[src/rtl/control_sequencer.sv]
// control_sequencer: Moore FSM issuing fetch/decode/execute datapath strobes with a memory wait timeout.
module control_sequencer #(
  parameter int TIMEOUT = 15
) (
  input  logic       clk,
  input  logic       rst_n,
  input  logic       start,
  input  logic       mem_ready,
  input  logic [5:0] opcode,
  output logic       loadIR,
  output logic       pc_inc,
  output logic       pc_load,
  output logic       mem_rd,
  output logic       mem_wr,
  output logic       reg_we,
  output logic [3:0] alu_op,
  output logic       busy,
  output logic       halted,
  output logic       fault,
  output logic [7:0] instr_count,
  output logic [3:0] state
);
  typedef enum logic [3:0] {
    IDLE, FETCH, LOAD_IR, DECODE, EXEC_ALU, EXEC_MEM, WB, EXEC_BR, HALT, FAULT
  } state_t;
  localparam int CW = $clog2(TIMEOUT + 1);
  state_t          r_state, w_next;
  logic [CW-1:0]   r_wait;
  logic [5:0]      r_op;
  logic [7:0]      r_cnt;
  logic            w_wait, w_tmo, w_load;
  assign w_wait = (r_state == FETCH || r_state == EXEC_MEM) && !mem_ready;
  assign w_tmo  = w_wait && (r_wait == CW'(TIMEOUT - 1));
  assign w_load = r_op[5:4] == 2'b01;
  // Opcode is captured in DECODE so execute states decode from registers only
  always_ff @(posedge clk) begin
    if (!rst_n) begin
      r_state <= IDLE;
      r_wait  <= '0;
      r_op    <= '0;
      r_cnt   <= '0;
    end else begin
      r_state <= w_next;
      r_wait  <= w_wait ? r_wait + 1'b1 : '0;
      if (r_state == DECODE) r_op <= opcode;
      if (r_state == LOAD_IR) r_cnt <= r_cnt + 1'b1;
    end
  end
  always_comb begin
    w_next = r_state;
    case (r_state)
      IDLE:     w_next = start ? FETCH : IDLE;
      FETCH:    w_next = w_tmo ? FAULT : mem_ready ? LOAD_IR : FETCH;
      LOAD_IR:  w_next = DECODE;
      DECODE:   w_next = opcode == 6'b000000 ? FETCH :
                         &opcode ? HALT :
                         opcode[5:4] == 2'b00 ? EXEC_ALU :
                         opcode[5:4] == 2'b11 ? EXEC_BR : EXEC_MEM;
      EXEC_ALU: w_next = FETCH;
      EXEC_MEM: w_next = w_tmo ? FAULT : mem_ready ? (w_load ? WB : FETCH) : EXEC_MEM;
      WB:       w_next = FETCH;
      EXEC_BR:  w_next = FETCH;
      HALT:     w_next = HALT;
      FAULT:    w_next = FAULT;
      default:  w_next = IDLE;
    endcase
  end
  assign loadIR      = r_state == LOAD_IR;
  assign pc_inc      = r_state == LOAD_IR;
  assign pc_load     = r_state == EXEC_BR;
  assign mem_rd      = r_state == FETCH || (r_state == EXEC_MEM && w_load);
  assign mem_wr      = r_state == EXEC_MEM && r_op[5:4] == 2'b10;
  assign reg_we      = r_state == EXEC_ALU || r_state == WB;
  assign alu_op      = r_state == EXEC_ALU ? r_op[3:0] : 4'd0;
  assign busy        = r_state inside {FETCH, LOAD_IR, DECODE, EXEC_ALU, EXEC_MEM, WB, EXEC_BR};
  assign halted      = r_state == HALT;
  assign fault       = r_state == FAULT;
  assign instr_count = r_cnt;
  assign state       = r_state;
endmodule

[config.mk]
export PLATFORM = sky130hd
export DESIGN_NAME = control_sequencer
export DESIGN_NICKNAME = d
export VERILOG_FILES = /design/src/rtl/control_sequencer.sv
export SDC_FILE = /design/constraint.sdc
export NUM_CORES = 1
export LEC_CHECK = 0
export CAP_MARGIN = 20
export CORE_UTILIZATION = 49
export CTS_CLUSTER_SIZE = 20
export DETAILED_ROUTE_END_ITERATION = 7
export GPL_ROUTABILITY_DRIVEN = 0
export HOLD_SLACK_MARGIN = 0.06
export PLACE_DENSITY_LB_ADDON = 0.25
export RECOVER_POWER = 25
export SKIP_LAST_GASP = 1
export SYNTH_ARGS = -nofsm -noshare
export SYNTH_HDL_FRONTEND = slang
export SYNTH_SLANG_ARGS = --single-unit
[constraint.sdc]
create_clock -name clk -period 3.1 [get_ports clk]
set_input_delay 0.62 -clock clk [delete_from_list [all_inputs] [get_ports clk]]
set_output_delay 0.62 -clock clk [all_outputs]
set_load 0.02 [all_outputs]
==> qor.txt, run 1 <==
Crit Path Category = reg -> out
CP Max Fanout = 11
Hold WS = 497 ps
CTS tree = built
Routed wire length = 2.56 mm
Nets = 179
Post-synth ARST share = 0%
Final Hold Vio Count = 0
Final Non-Filler Cells = 193
Post-synthesis mux area share = 4.28%
Post-synthesis xor/xnor area fraction = 6.75%
Cell Pwr Density = 388 nW/um^2
Number of global-route vias before repair = 955
P_leak = 0.543 nW
Post-DP Area = 1510 sq um
DIE AREA = 2580 sq um
Cell area after synthesis = 1170 sq um
P&R area growth vs syn = 33.2%
Worst IR Drop VDD = 0.335 mV
Antenna-violating nets left = 0
Vias per cell = 5.32
Top FF cell, synth = dfxtp_1
Number of synthesized register bits = 22
Clock root buffer = clkbuf_4
CP required = 2480 ps
Num CTS Buffers = 3
Clock Sinks = 22
Area share of fa/ha/maj cells after synthesis = 3.21%
H-tree levels = 1
Synth Area in Compound Gates = 9.31%
Most frequent cell after synthesis = dfxtp_1
Max stage delay on crit path = 600 ps
Critical path's slowest cell = clkdlybuf4s50_1
Post-Synthesis Cells = 132
CTS hold repair buffers = 0
Initial Util = 52.3%
Largest net degree at the start of global routing = 17
Detailed placement HPWL = 1.94 mm
Drt pass-1 iters = 4
Antenna cells = 0
Vias = 1026
Setup violations, final = 0
Die X = 50.8 um
Die Span Y = 50.8 um
Clk_skew = 7.42 ps
Core area = 2230 sq um
Slew Limit Headroom = 65.7%
Run status = completed
DR WL/cell = 13.3 um
Yosys Warn Count = 0
Max Transition Viols Final = 0
Main combinational cell family by area after synthesis = simple AND/OR/NAND/NOR gates
DP Cell Count = 189
Worst-Margin Slew = 515 ps
RSZ-0062 raised after global routing = false
Post-synth top area share = 37.7%
Sequential-to-total area share from yosys stat = 37.7%
Post-synth EDFFs = 0
Final core utilization = 69.7%
Layout cells sized above 1 = 4.24%
Clock Latency Late Sink = 300 ps
Final min period = 2950 ps
Dominant cell type by area after synthesis = dfxtp_1
Fmax = 0.339 GHz
Residual DRC = 0
Post-Synth Simple-Gate Area = 33.4%
Crit path capture type = output port
Clock buffer depth = 2
First-pass GRT wire length = 4.15 mm
CP arrival = 2330 ps
Initial antenna violation count = 0
Critical Path Source Type = flop
I/O pins = 35
Reg clk slew, reported paths = 130 ps
Gr usage total = 21.7%
Postcts setup bufs = 0
Design Area, Final = 1560 sq um
Initial DRC Count = 15
CP bufs+invs = 1
Family with the most delay on the worst path = simple AND/OR/NAND/NOR gates
Period utilization = 95.2%
Hold crit path type = reg -> reg
Net Count, Synth = 145
Commonest cells post-synth = dfxtp_1, and2_1, nor2_1, nand3_1
Yosys cell types = 36
Average size of a mapped cell = 8.85 sq um
Post-route setup TNS = 0 ps
CTS resizes = 0
Top post-synthesis cells by area = dfxtp_1, and2_1, xnor2_1
Grt total ovfl = 0
Port bufs = 34
Crit-path cells = or2b_1, nor3_1, and2_1, clkdlybuf4s50_1
Max_cap viols = 0
# rows = 17
path summary, 6_finish.rpt:
| check | slack [ps] | cells past startpoint | startpoint | to |
|---|---|---|---|---|
| setup / recovery | 150 | 4 | state[2] | alu_op[2] |
| hold reg to reg | 500 | 1 | r_wait[0] | r_wait[0] |
| setup reg to reg | 1190 | 5 | state[0] | state[0] |
| hold / removal | 500 | 1 | r_wait[0] | r_wait[0] |
state kept, by name, indices dropped and copies added, names as in the netlist:
signal       cells
instr_count      8
r_wait           4
r_op             6
state            4
placed cells by master, fill, tap and decap left out, types with 2 or more instances in the layout:
cell type / instances
xnor2_1: 7
nor3_1: 3
a211oi_1: 2
o21ai_0: 3
and2_1: 12
xor2_1: 2
and4_1: 2
clkbuf_4: 3
inv_1: 3
nand4_1: 2
and3_1: 2
a21boi_0: 2
nand3_1: 9
clkdlybuf4s50_1: 33
nand2b_1: 4
ha_1: 3
nand2_1: 7
nor2b_1: 7
dfxtp_1: 22
mux2i_1: 5
o31ai_1: 2
a21oi_1: 3
nor4_1: 2
nor2_1: 11
area by class of cell:
class	instances	area (sq um)
fill	188	677
multi-input combinational	100	666
sequential	22	440
timing repair buffer	36	352
tap	28	35.0
clock inverter	1	30.0
clock buffer	3	22.5
inverter	3	11.3
stage by stage:
step	worst slack [ps]	total power [mW]
after global routing	6.93	0.626
after detailed placement	492	0.393
final	150	0.604
after global placement	565	0.390
after CTS	142	0.608
after floorplan	923	0.352
power by group:
group / internal (mW) / switching, mW / total (mW)
Combinational: 0.0431 / 0.0429 / 0.0861
Clock: 0.131 / 0.0867 / 0.217
Sequential: 0.289 / 0.0118 / 0.300
Total: 0.462 / 0.141 / 0.604
logic make-up after synthesis:
group | Yosys count
AND/OR/NAND/NOR | 67
multiplexers | 5
XOR/XNOR | 9
adder cells (fa/ha/maj) | 3
AO/OA/AOI/OAI | 16
buffers and inverters | 10
flip-flops | 22
routing by layer:
layer	track usage, %	up-vias	share of wire (%)
li1	-	524	-
met1	25.5	466	44
met2	39.1	32	51
met3	2.68	4	4.0
met4	9.72	0	1.2
met5	0	-	0
Note: power is estimated with default switching activity, not from simulation.
==> inputs of run 2 (changes only) <==
- CORE_ASPECT_RATIO: default -> 1.2
- GPL_TIMING_DRIVEN: default -> 0
==> run 2 against run 1 <==
Critical endpoint is now alu_op[1]. Register-to-register slack gained 150 ps. Clock-buffer cell count unchanged. Combinational power up 11%. Die area is essentially flat. Wire length fell by 1.9%. Flip-flop and latch count unchanged.
==> qor.txt, run 2 (synthesis results as in run 1) <==
Nets = 184
Total power = 0.610 mW
Initial DRC Count = 15
RR Startpoint = state[3]
RSZ-0062 raised after global routing = false
Post-route setup TNS = 0 ps
Detailed placement HPWL = 1.95 mm
Clock Sinks = 22
Slew Limit Headroom = 54.3%
R2r setup slk = 1340 ps
CP required = 2480 ps
Commonest non-fill, non-tap cell in the layout = clkdlybuf4s50_1
Period utilization = 93.3%
Core area = 2280 sq um
Run status = completed
Met3 usage = 2.61%
Final core utilization = 70.1%
Drt pass-1 iters = 5
First-pass GRT wire length = 4.30 mm
P_leak = 0.567 nW
Worst-Margin Slew = 683 ps
Number of global-route vias before repair = 1057
Worst IR Drop VDD = 0.350 mV
Final Hold Vio Count = 0
Initial Util = 51.2%
Postcts setup bufs = 0
Cell internal pwr = 0.466 mW
Hold crit path type = reg -> reg
Grt total ovfl = 0
Clock Latency Late Sink = 310 ps
Clock power frac = 36.2%
Max_cap viols = 0
Most frequent cells in the layout = clkdlybuf4s50_1, dfxtp_1, and2_1, nor2_1, nand3_1
Port bufs = 34
DIE AREA = 2580 sq um
Vias per cell = 5.23
Combinational fraction of design power = 15.7%
# rows = 19
H-tree levels = 1
Crit path capture type = output port
Worst hold path startpoint = r_wait[0]
CP arrival = 2270 ps
Die X = 46.6 um
Seq pwr share = 48.1%
Clock buffer depth = 2
Die Span Y = 55.5 um
R2r endpoint = instr_count[7]
Layout cells sized above 1 = 6.47%
Top Usage Layer GRT = met2
CTS tree = built
Largest net degree at the start of global routing = 14
Clock root buffer = clkbuf_4
DR WL/cell = 12.5 um
I/O pins = 35
Reg clk slew, reported paths = 120 ps
Vias = 1052
Routed wire length = 2.52 mm
Residual DRC = 0
Antenna-violating nets left = 0
P&R area growth vs syn = 36.8%
Crit Path Category = reg -> out
CTS hold repair buffers = 0
Setup Slack @ Placement = 568 ps
Number of flip-flops in the largest register = 8
Slack of the critical path = 207 ps
Cell Pwr Density = 381 nW/um^2
Num CTS Buffers = 3
Met1 usage = 24.1%
Initial antenna violation count = 0
End of the critical path = alu_op[1]
Clk_skew = 1.19 ps
Final min period = 2890 ps
Setup violations, final = 0
Critical Path Source Type = flop
Fmax = 0.346 GHz
Final Non-Filler Cells = 201
CTS resizes = 0
M2 GR Usage = 39.3%
Sw Ratio = 23.6%
Max Transition Viols Final = 0
DP Cell Count = 197
P_sw = 0.144 mW
Worst Setup SP = state[2]
Gr usage total = 22.3%
CP Max Fanout = 10
Antenna cells = 0
Reg2Reg Depth = 5
[run 2: changes by cell type in the layout (fill, tap and decap cells not counted)]
cell      change
buf_6         +2
buf_2         +1
buf_4         +1
clkbuf_1      +1
[run 2: final cells by class]
| type | instances | area, sq um |
|---|---|---|
| plain buffers | 7 | 50.0 |
| clock buffers | 3 | 22.5 |
| clock inverters | 1 | 30.0 |
| fillers | 206 | 683 |
| inverters | 3 | 11.3 |
| multi-input cells | 100 | 666 |
| flip-flops and latches | 22 | 440 |
| well taps | 31 | 38.8 |
| repair buffers | 34 | 340 |
[run 2: power groups by stage]
stage	sequential (mW)	clock [mW]	combinational (mW)
after CTS	0.293	0.225	0.0964
after global placement	0.299	0	0.0941
after detailed placement	0.299	0	0.0961
final	0.293	0.221	0.0959
after global routing	0.294	0.233	0.103
after floorplan	0.303	0	0.0489
[run 2: worst min path at each step]
stage	to	slack (ps)	cells past startpoint
global placement	r_wait[0]	440	1
global route	r_wait[0]	510	1
finish	r_wait[0]	480	1
floorplan	r_wait[0]	430	1
CTS	r_wait[0]	490	1
detailed placement	r_wait[0]	460	1
[run 2: stage by stage]
step                cell area, sq um  hold slack [ps]
floorplan                       1170              430
global placement                1550              442
detailed placement              1550              464
CTS                             1600              490
global route                    1600              506
finish                          1600              483
[run 2: worst max-delay path: stages, from the launching register on]
cell             delay, ps
dfxtp_1                370
buf_6                  140
or2b_1                 290
nor3_1                 340
and2_1                 210
clkdlybuf4s50_1        600
[run 2: routing by layer]
| layer | vias to the layer above | wire (um) | part of all wire (%) |
|---|---|---|---|
| met5 | - | 0 | 0 |
| met4 | 0 | 58 | 2.3 |
| met3 | 7 | 59 | 2.3 |
| met2 | 24 | 1360 | 54 |
| met1 | 490 | 1040 | 41 |
| li1 | 531 | - | - |
==> inputs of run 3 (changes only) <==
- CTS_CLUSTER_SIZE: 20 -> default
- GPL_ROUTABILITY_DRIVEN: 0 -> 1
- SKIP_CTS_REPAIR_TIMING: default -> 1
==> results of run 3 <==
Final layout, timing and power as in run 2 (identical DEF).
